--- src/rtl/aes_round_ctrl.sv ---
// Round sequencer for the pipelined AES encrypt datapath (AES-128/192/256).
// It runs a start/busy/done handshake and produces the round index, the key-expansion enable and the first/last-round flags.
module aes_round_ctrl #(
    parameter int RC_W   = 4,
    parameter int NR_128 = 10,
    parameter int NR_192 = 12,
    parameter int NR_256 = 14
) (
    input  logic            clk,
    input  logic            rst,
    input  logic            start,
    input  logic [1:0]      key_mode,
    input  logic            stall,
    input  logic            abort,
    output logic            key_gene_en,
    output logic [RC_W-1:0] round_count,
    output logic            round_valid,
    output logic            first_round,
    output logic            last_round,
    output logic            busy,
    output logic            done,
    output logic            err
);

    // state | meaning
    // IDLE  | waiting for start
    // LOAD  | round 0, initial AddRoundKey
    // RUN   | rounds 1..nr_q, one per non-stalled cycle
    // DONE  | one-cycle completion; a valid start restarts directly
    typedef enum logic [1:0] {IDLE, LOAD, RUN, DONE} state_e;

    localparam logic [RC_W-1:0] NR128_C = RC_W'(NR_128);
    localparam logic [RC_W-1:0] NR192_C = RC_W'(NR_192);
    localparam logic [RC_W-1:0] NR256_C = RC_W'(NR_256);
    localparam logic [RC_W-1:0] ONE_C   = RC_W'(1);

    state_e          state_q;
    logic [RC_W-1:0] nr_q;
    logic [RC_W-1:0] nr_d;
    logic            mode_ok_d;

    always_comb begin
        nr_d      = NR128_C;
        mode_ok_d = 1'b1;
        case (key_mode)
            2'b00:   nr_d = NR128_C;
            2'b01:   nr_d = NR192_C;
            2'b10:   nr_d = NR256_C;
            default: mode_ok_d = 1'b0;
        endcase
    end

    always_ff @(posedge clk) begin
        if (!rst) begin
            state_q     <= IDLE;
            nr_q        <= '0;
            key_gene_en <= 1'b0;
            round_count <= '0;
            round_valid <= 1'b0;
            first_round <= 1'b0;
            last_round  <= 1'b0;
            busy        <= 1'b0;
            done        <= 1'b0;
            err         <= 1'b0;
        end else begin
            done <= 1'b0;
            err  <= 1'b0;
            if (abort) begin
                state_q     <= IDLE;
                key_gene_en <= 1'b0;
                round_count <= '0;
                round_valid <= 1'b0;
                first_round <= 1'b0;
                last_round  <= 1'b0;
                busy        <= 1'b0;
            end else if (stall && (state_q == LOAD || state_q == RUN)) begin
                // hold index and flags; only the per-cycle strobes drop
                round_valid <= 1'b0;
                key_gene_en <= 1'b0;
            end else begin
                case (state_q)
                    IDLE, DONE: begin
                        state_q     <= IDLE;
                        key_gene_en <= 1'b0;
                        round_count <= '0;
                        round_valid <= 1'b0;
                        first_round <= 1'b0;
                        last_round  <= 1'b0;
                        busy        <= 1'b0;
                        if (start) begin
                            if (mode_ok_d) begin
                                state_q     <= LOAD;
                                nr_q        <= nr_d;
                                key_gene_en <= 1'b1;
                                round_valid <= 1'b1;
                                first_round <= 1'b1;
                                busy        <= 1'b1;
                            end else begin
                                err <= 1'b1;
                            end
                        end
                    end
                    LOAD: begin
                        state_q     <= RUN;
                        round_count <= ONE_C;
                        key_gene_en <= 1'b1;
                        round_valid <= 1'b1;
                        first_round <= 1'b0;
                        last_round  <= (nr_q == ONE_C);
                        busy        <= 1'b1;
                    end
                    RUN: begin
                        if (round_count == nr_q) begin
                            state_q     <= DONE;
                            key_gene_en <= 1'b0;
                            round_count <= '0;
                            round_valid <= 1'b0;
                            first_round <= 1'b0;
                            last_round  <= 1'b0;
                            busy        <= 1'b0;
                            done        <= 1'b1;
                        end else begin
                            round_count <= round_count + ONE_C;
                            key_gene_en <= 1'b1;
                            round_valid <= 1'b1;
                            last_round  <= ((round_count + ONE_C) == nr_q);
                            busy        <= 1'b1;
                        end
                    end
                    default: state_q <= IDLE;
                endcase
            end
        end
    end

endmodule

--- config.mk ---
export PLATFORM = sky130hd
export DESIGN_NAME = aes_round_ctrl
export DESIGN_NICKNAME = d
export VERILOG_FILES = /design/src/rtl/aes_round_ctrl.sv
export SDC_FILE = /design/constraint.sdc
export NUM_CORES = 1
export LEC_CHECK = 0
export ABC_CLOCK_PERIOD_IN_PS = 3900
export CORE_MARGIN = 1
export CORE_UTILIZATION = 51
export DETAILED_ROUTE_END_ITERATION = 12
export PLACE_DENSITY = 0.81
export SLEW_MARGIN = 0
export SYNTH_ARGS = -nofsm -noshare
export SYNTH_HDL_FRONTEND = slang
export SYNTH_SLANG_ARGS = --single-unit
--- constraint.sdc ---
create_clock -name clk -period 3.9 [get_ports clk]
set_input_delay 0.78 -clock clk [delete_from_list [all_inputs] [get_ports clk]]
set_output_delay 0.78 -clock clk [all_outputs]
set_load 0.01 [all_outputs]
==> Word-level counts from Yosys, hierarchy flattened <==
Index checks and enable logic that the tools add are counted.
{ "totals": {"regBits": 16, "input_bits": 7, "output_inout_bits": 11, "wordCells": 55} }
{ "classes": {"n_addsub": 1, "eq_ne": 9, "n_mux": 18, "n_bitwise": 6, "n_reduce_logical": 12} }
{ "op_table": {"columns": ["cell", "count"], "rows": [
  ["$pmux W4 S3", 1],
  ["$mux W1", 10],
  ["$pmux W1 S3", 3],
  ["$eq A4 B4 Y1", 2],
  ["$eq A2 B2 Y1 const B", 3],
  ["$not A1 Y1", 6],
  ["$pmux W2 S3", 1],
  ["$pmux W3 S2", 1],
  ["$reduce_or A3 Y1", 2],
  ["$reduce_and A5 Y1", 1],
  ["$reduce_or A5 Y1", 1],
  ["$add A4 B1 Y4 const B", 1],
  ["$eq A2 B1 Y1 const B", 2],
  ["$eq A4 B1 Y1 const B", 1],
  ["$logic_not A2 Y1", 2],
  ["$mux W4", 1],
  ["$reduce_or A2 Y1", 2],
  ["$reduce_or A4 Y1", 1],
  ["$mux W2", 1],
  ["$ne A2 B1 Y1 const B", 1],
  ["$reduce_and A2 Y1", 1],
  ["$logic_and A1 B1 Y1", 1],
  ["$logic_or A1 B1 Y1", 1]
]} }

==> Depth between registers and ports, before layout <==
{ "depth": {"ltp_word": 6, "ltp_mapped": 6, "mapped_depth_nobuf": 6} }

==> Worst setup path before layout <==
No wires, ideal clock.
{ "synth_timing": {"path_kind": "input to register", "start": "input port key_mode[0]", "end": "register nr_q[1]", "setup_time_ns": 0.116, "arrival_ns": 1.664, "required_time_ns": 3.784, "path_slack_ns": 2.120, "path_stages": 5, "n_path_buf": 0, "cell_sequence": "ha_1 and3b_1 nor2b_1 nand2_1 o211a_1"} }
{ "synth_via": {"elab_chain_cells": 4, "word_cells_on_any_way": 7, "classes_between": "eq/ne: 2; mux: 2; reduce/logical: 3"} }
{ "synth_lines": {"columns": ["element", "line", "rtl"], "rows": [
  ["start: declaration", "12", "input logic [1:0] key_mode,"],
  ["$eq A2 B2 Y1 (tied with other cells)", "45", "case (key_mode)"],
  ["$reduce_or A3 Y1 (no source line)", null, null],
  ["$mux W1", "45", null],
  ["$reduce_and A5 Y1 (no source line)", null, null],
  ["end signal: assignment", "93", "nr_q <= nr_d;"],
  ["end: declaration", "38", "logic [RC_W-1:0] nr_q;"]
]} }
Several ways; a longest one is shown, not always the timed one.
A chain may end at the register's enable or synchronous reset.

==> Final worst setup path <==
{ "layout_timing": {"start": "register round_count[0]", "end": "output port round_count[0]"} }
{ "layout_rtl": {"columns": ["element", "line", "rtl"], "rows": [
  ["start: declaration", "16", "output logic [RC_W-1:0] round_count,"],
  ["start signal: assignment", "123", "round_count <= round_count + ONE_C;"]
]} }
No word-level cell between the ends.

==> metrics.md <==
| Metric | Value |
|---|---|
| Run status | `finished clean` |
| Worst setup SP type | `flop` |
| Crit path buf inv count | `1` |
| Hpwl dp | `about 1.2 mm` |
| Skew-Pair Late Insertion Delay | `~0.29 ns` |
| Fin. max-slew vios | `0` |
| Vias in the first global route | `~590` |
| Simple-gate share of the synthesized area | `0.205` |
| Layout area overhead | `26.4%` |
| CP Cell Sequence | `clkdlybuf4s50_1` |
| Drt wl/cell | `roughly 13 µm` |
| Clock Path Buffers | `2` |
| ANT cells | `0` |
| GP Congestion | `between 0.7 and 0.8` |
| Largest delay share family, worst path | `buffers and inverters` |
| Via density | `between 5 and 6` |
| # port buffers | `17` |
| Post-synthesis cell count | `82` |
| Adder-Cell Fraction of Synth Area | `0.0805` |
| Synth Area in Compound Gates | `0.196` |
| Power Total | `0.000292 W` |
| Yosys synthesis warning count | `0` |
| Data required time of the worst path | `about 3.1 ns` |
| Final ANT Viol Nets | `0` |
| Postcts setup bufs | `0` |
| Layout fillers | `120` |
| Fmax | `between 400 and 500 MHz` |
| CP Max Fanout | `9` |
| CTS Sinks | `15` |
| Layout net count | `roughly 110` |
| GRT Total Usage | `0.232` |
| CP Class | `reg -> out` |
| Worst-margin pin slew | `roughly 0.5 ns` |
| DR pass1 iterations | `4` |
| Vias | `660` |
| Commonest non-fill, non-tap cell in the layout | `clkdlybuf4s50_1` |
| TritonCTS clock tree | `built` |
| Lkg Pwr | `0.409 nW` |
| Residual DRC | `0` |
| Die Y | `41.0 µm` |
| Cells resized by post-CTS repair | `0` |
| Setup_tns | `0 ns` |
| Maxcap violations | `0` |
| First DRT Iteration DRCs | `16` |
| Layout cells sized above 1 | `0.0891` |
| Multiplexer share of the synthesized area | `0.0258` |
| CP arrival | `around 1.4 ns` |
| R2r setup slk | `~2.2 ns` |
| Overflow after GRT | `0` |
| Syn avg cell area | `9.48 µm²` |
| RSZ-0062 raised after global routing | `false` |
| Number of I/O pins | `18` |
| Core area | `between 1000 and 1500 µm²` |
| PwrDens | `297 nW/µm²` |
| Post-synth cell types | `29` |
| Largest net degree at the start of global routing | `10` |
| FP Rows | `13` |
| Clock root cell | `clkbuf_4` |
| Register area share after synthesis | `0.386` |
| Clock skew | `between 0.005 and 0.006 ns` |
| Detailed Route WL | `~1.6 mm` |
| Final Hold Vio Count | `0` |
| CP max-delay cell | `clkdlybuf4s50_1` |
| Crit end category | `primary output` |
| Wire length of the first global-routing pass | `approximately 2.5 mm` |
| XOR/XNOR Fraction of Synth Area | `0.0676` |
| CTS Hold Bufs | `0` |
| Hold Path Class | `reg -> reg` |
| Die area | `1680 µm²` |
| Worst-path clk slew | `roughly 0.1 ns` |
| CTS Buf Count | `3` |
| H-Tree Level Count | `1` |
| Initial antenna violation count | `0` |
| Die Width | `about 41 µm` |
| Final Cycle Share | `0.567` |
| Fin crit period | `roughly 2.2 ns` |
| Max stage delay on crit path | `about 0.60 ns` |
| Initial Util | `0.569` |
| Synth Register Bits | `15` |
| Largest family of logic cells by synthesized area | `simple AND/OR/NAND/NOR gates` |
| Mapped cell area | `slightly below 800 µm²` |
| Final setup violation count | `0` |
| Slew headroom | `0.673` |
| Syn_nets | `94` |
| Max rail drop VDD | `220 µV` |
| Most frequent cells in the layout | `17 x clkdlybuf4s50_1, 15 x dfxtp_1, 7 x nand2_1` |
==> state kept, by name, summed over array words and instances, names as in the netlist <==
| signal | count |
|---|---|
| round_count | 4 |
| nr_q | 3 |
| state_q | 2 |
| busy | 1 |
| done | 1 |
| err | 1 |
| first_round | 1 |
| last_round | 1 |
| round_valid | 1 |
==> metrics by stage <==
step / utilization / instance area, µm² / setup slack (ns) / cells / hold slack [ns]
finish: 0.719 / 982 / 1.69 / 116 / 0.472
global route: 0.719 / 982 / 1.62 / 116 / 0.499
CTS: 0.719 / 982 / 1.69 / 116 / 0.479
detailed placement: 0.699 / 955 / 1.51 / 112 / 0.464
global placement: 0.699 / 955 / 1.55 / 112 / 0.454
floorplan: - / 777 / 2.12 / 82 / 0.460
==> cells by family (layout without fill, tap and decap cells) <==
group | Yosys count | after routing
and+or+nand+nor | 30 | 30
xor gates and xnor gates | 6 | 6
muxes | 2 | 2
adders and majority gates | 5 | 5
DFF | 15 | 15
buffers and inverters | 7 | 26
AOI/OAI and AO/OA | 17 | 17
==> synthesized netlist by cell type <==
library cell | count | share of area
a211o_2 | 1 | 0.013
o32ai_1 | 2 | 0.023
xnor2_1 | 1 | 0.011
buf_4 | 1 | 0.0097
nor4_1 | 1 | 0.0081
ha_1 | 5 | 0.081
nand2b_2 | 1 | 0.011
nor2_1 | 5 | 0.024
a221oi_1 | 1 | 0.011
o41ai_4 | 1 | 0.035
dfxtp_1 | 15 | 0.39
nor3_1 | 3 | 0.019
a21oi_1 | 2 | 0.013
nor2b_1 | 2 | 0.016
clkbuf_1 | 1 | 0.0048
mux2i_1 | 2 | 0.026
or4_4 | 1 | 0.014
and3b_1 | 1 | 0.011
o211a_1 | 2 | 0.026
nand2_1 | 7 | 0.034
o2bb2ai_1 | 1 | 0.011
a32o_1 | 2 | 0.026
nand2b_1 | 4 | 0.032
nand3_1 | 4 | 0.026
o21a_1 | 2 | 0.019
o21ai_0 | 3 | 0.019
inv_1 | 5 | 0.024
nand2_2 | 1 | 0.0081
xor2_1 | 5 | 0.056
==> cell type report <==
type,instances,area (µm²),share of cell area
clock buffer,3,22.5,0.0229
sequential,15,300,0.306
tap,15,18.8,0.0191
timing repair buffer,17,170,0.173
inverter,5,18.8,0.0191
multi-input combinational,60,447,0.455
clock inverter,1,5.00,0.00510
==> power by group <==
part | total [W] | internal [W] | switching (W)
Combinational | 0.0000402 | 0.0000201 | 0.0000200
Sequential | 0.000160 | 0.000157 | 0.00000296
Clock | 0.0000916 | 0.0000381 | 0.0000535
Total | 0.000292 | 0.000215 | 0.0000764
==> worst paths after layout <==
check	from	end	cells past startpoint
max	round_count[0]$_SDFFE_PP0N_	round_count[0]	1
min	first_round$_SDFFE_PP0P_	first_round$_SDFFE_PP0P_	2
max reg2reg	state_q[0]$_SDFFE_PP0P_	nr_q[2]$_SDFFE_PN0P_	6
min reg2reg	first_round$_SDFFE_PP0P_	first_round$_SDFFE_PP0P_	2
==> routing by layer <==
metal,track usage,vias up,share of wire
met3,0.0598,4,0.046
met1,0.276,301,0.44
met5,0,-,0
met2,0.363,23,0.49
met4,0.150,0,0.023
li1,-,332,-
Note: power is estimated with default switching activity, not from simulation.
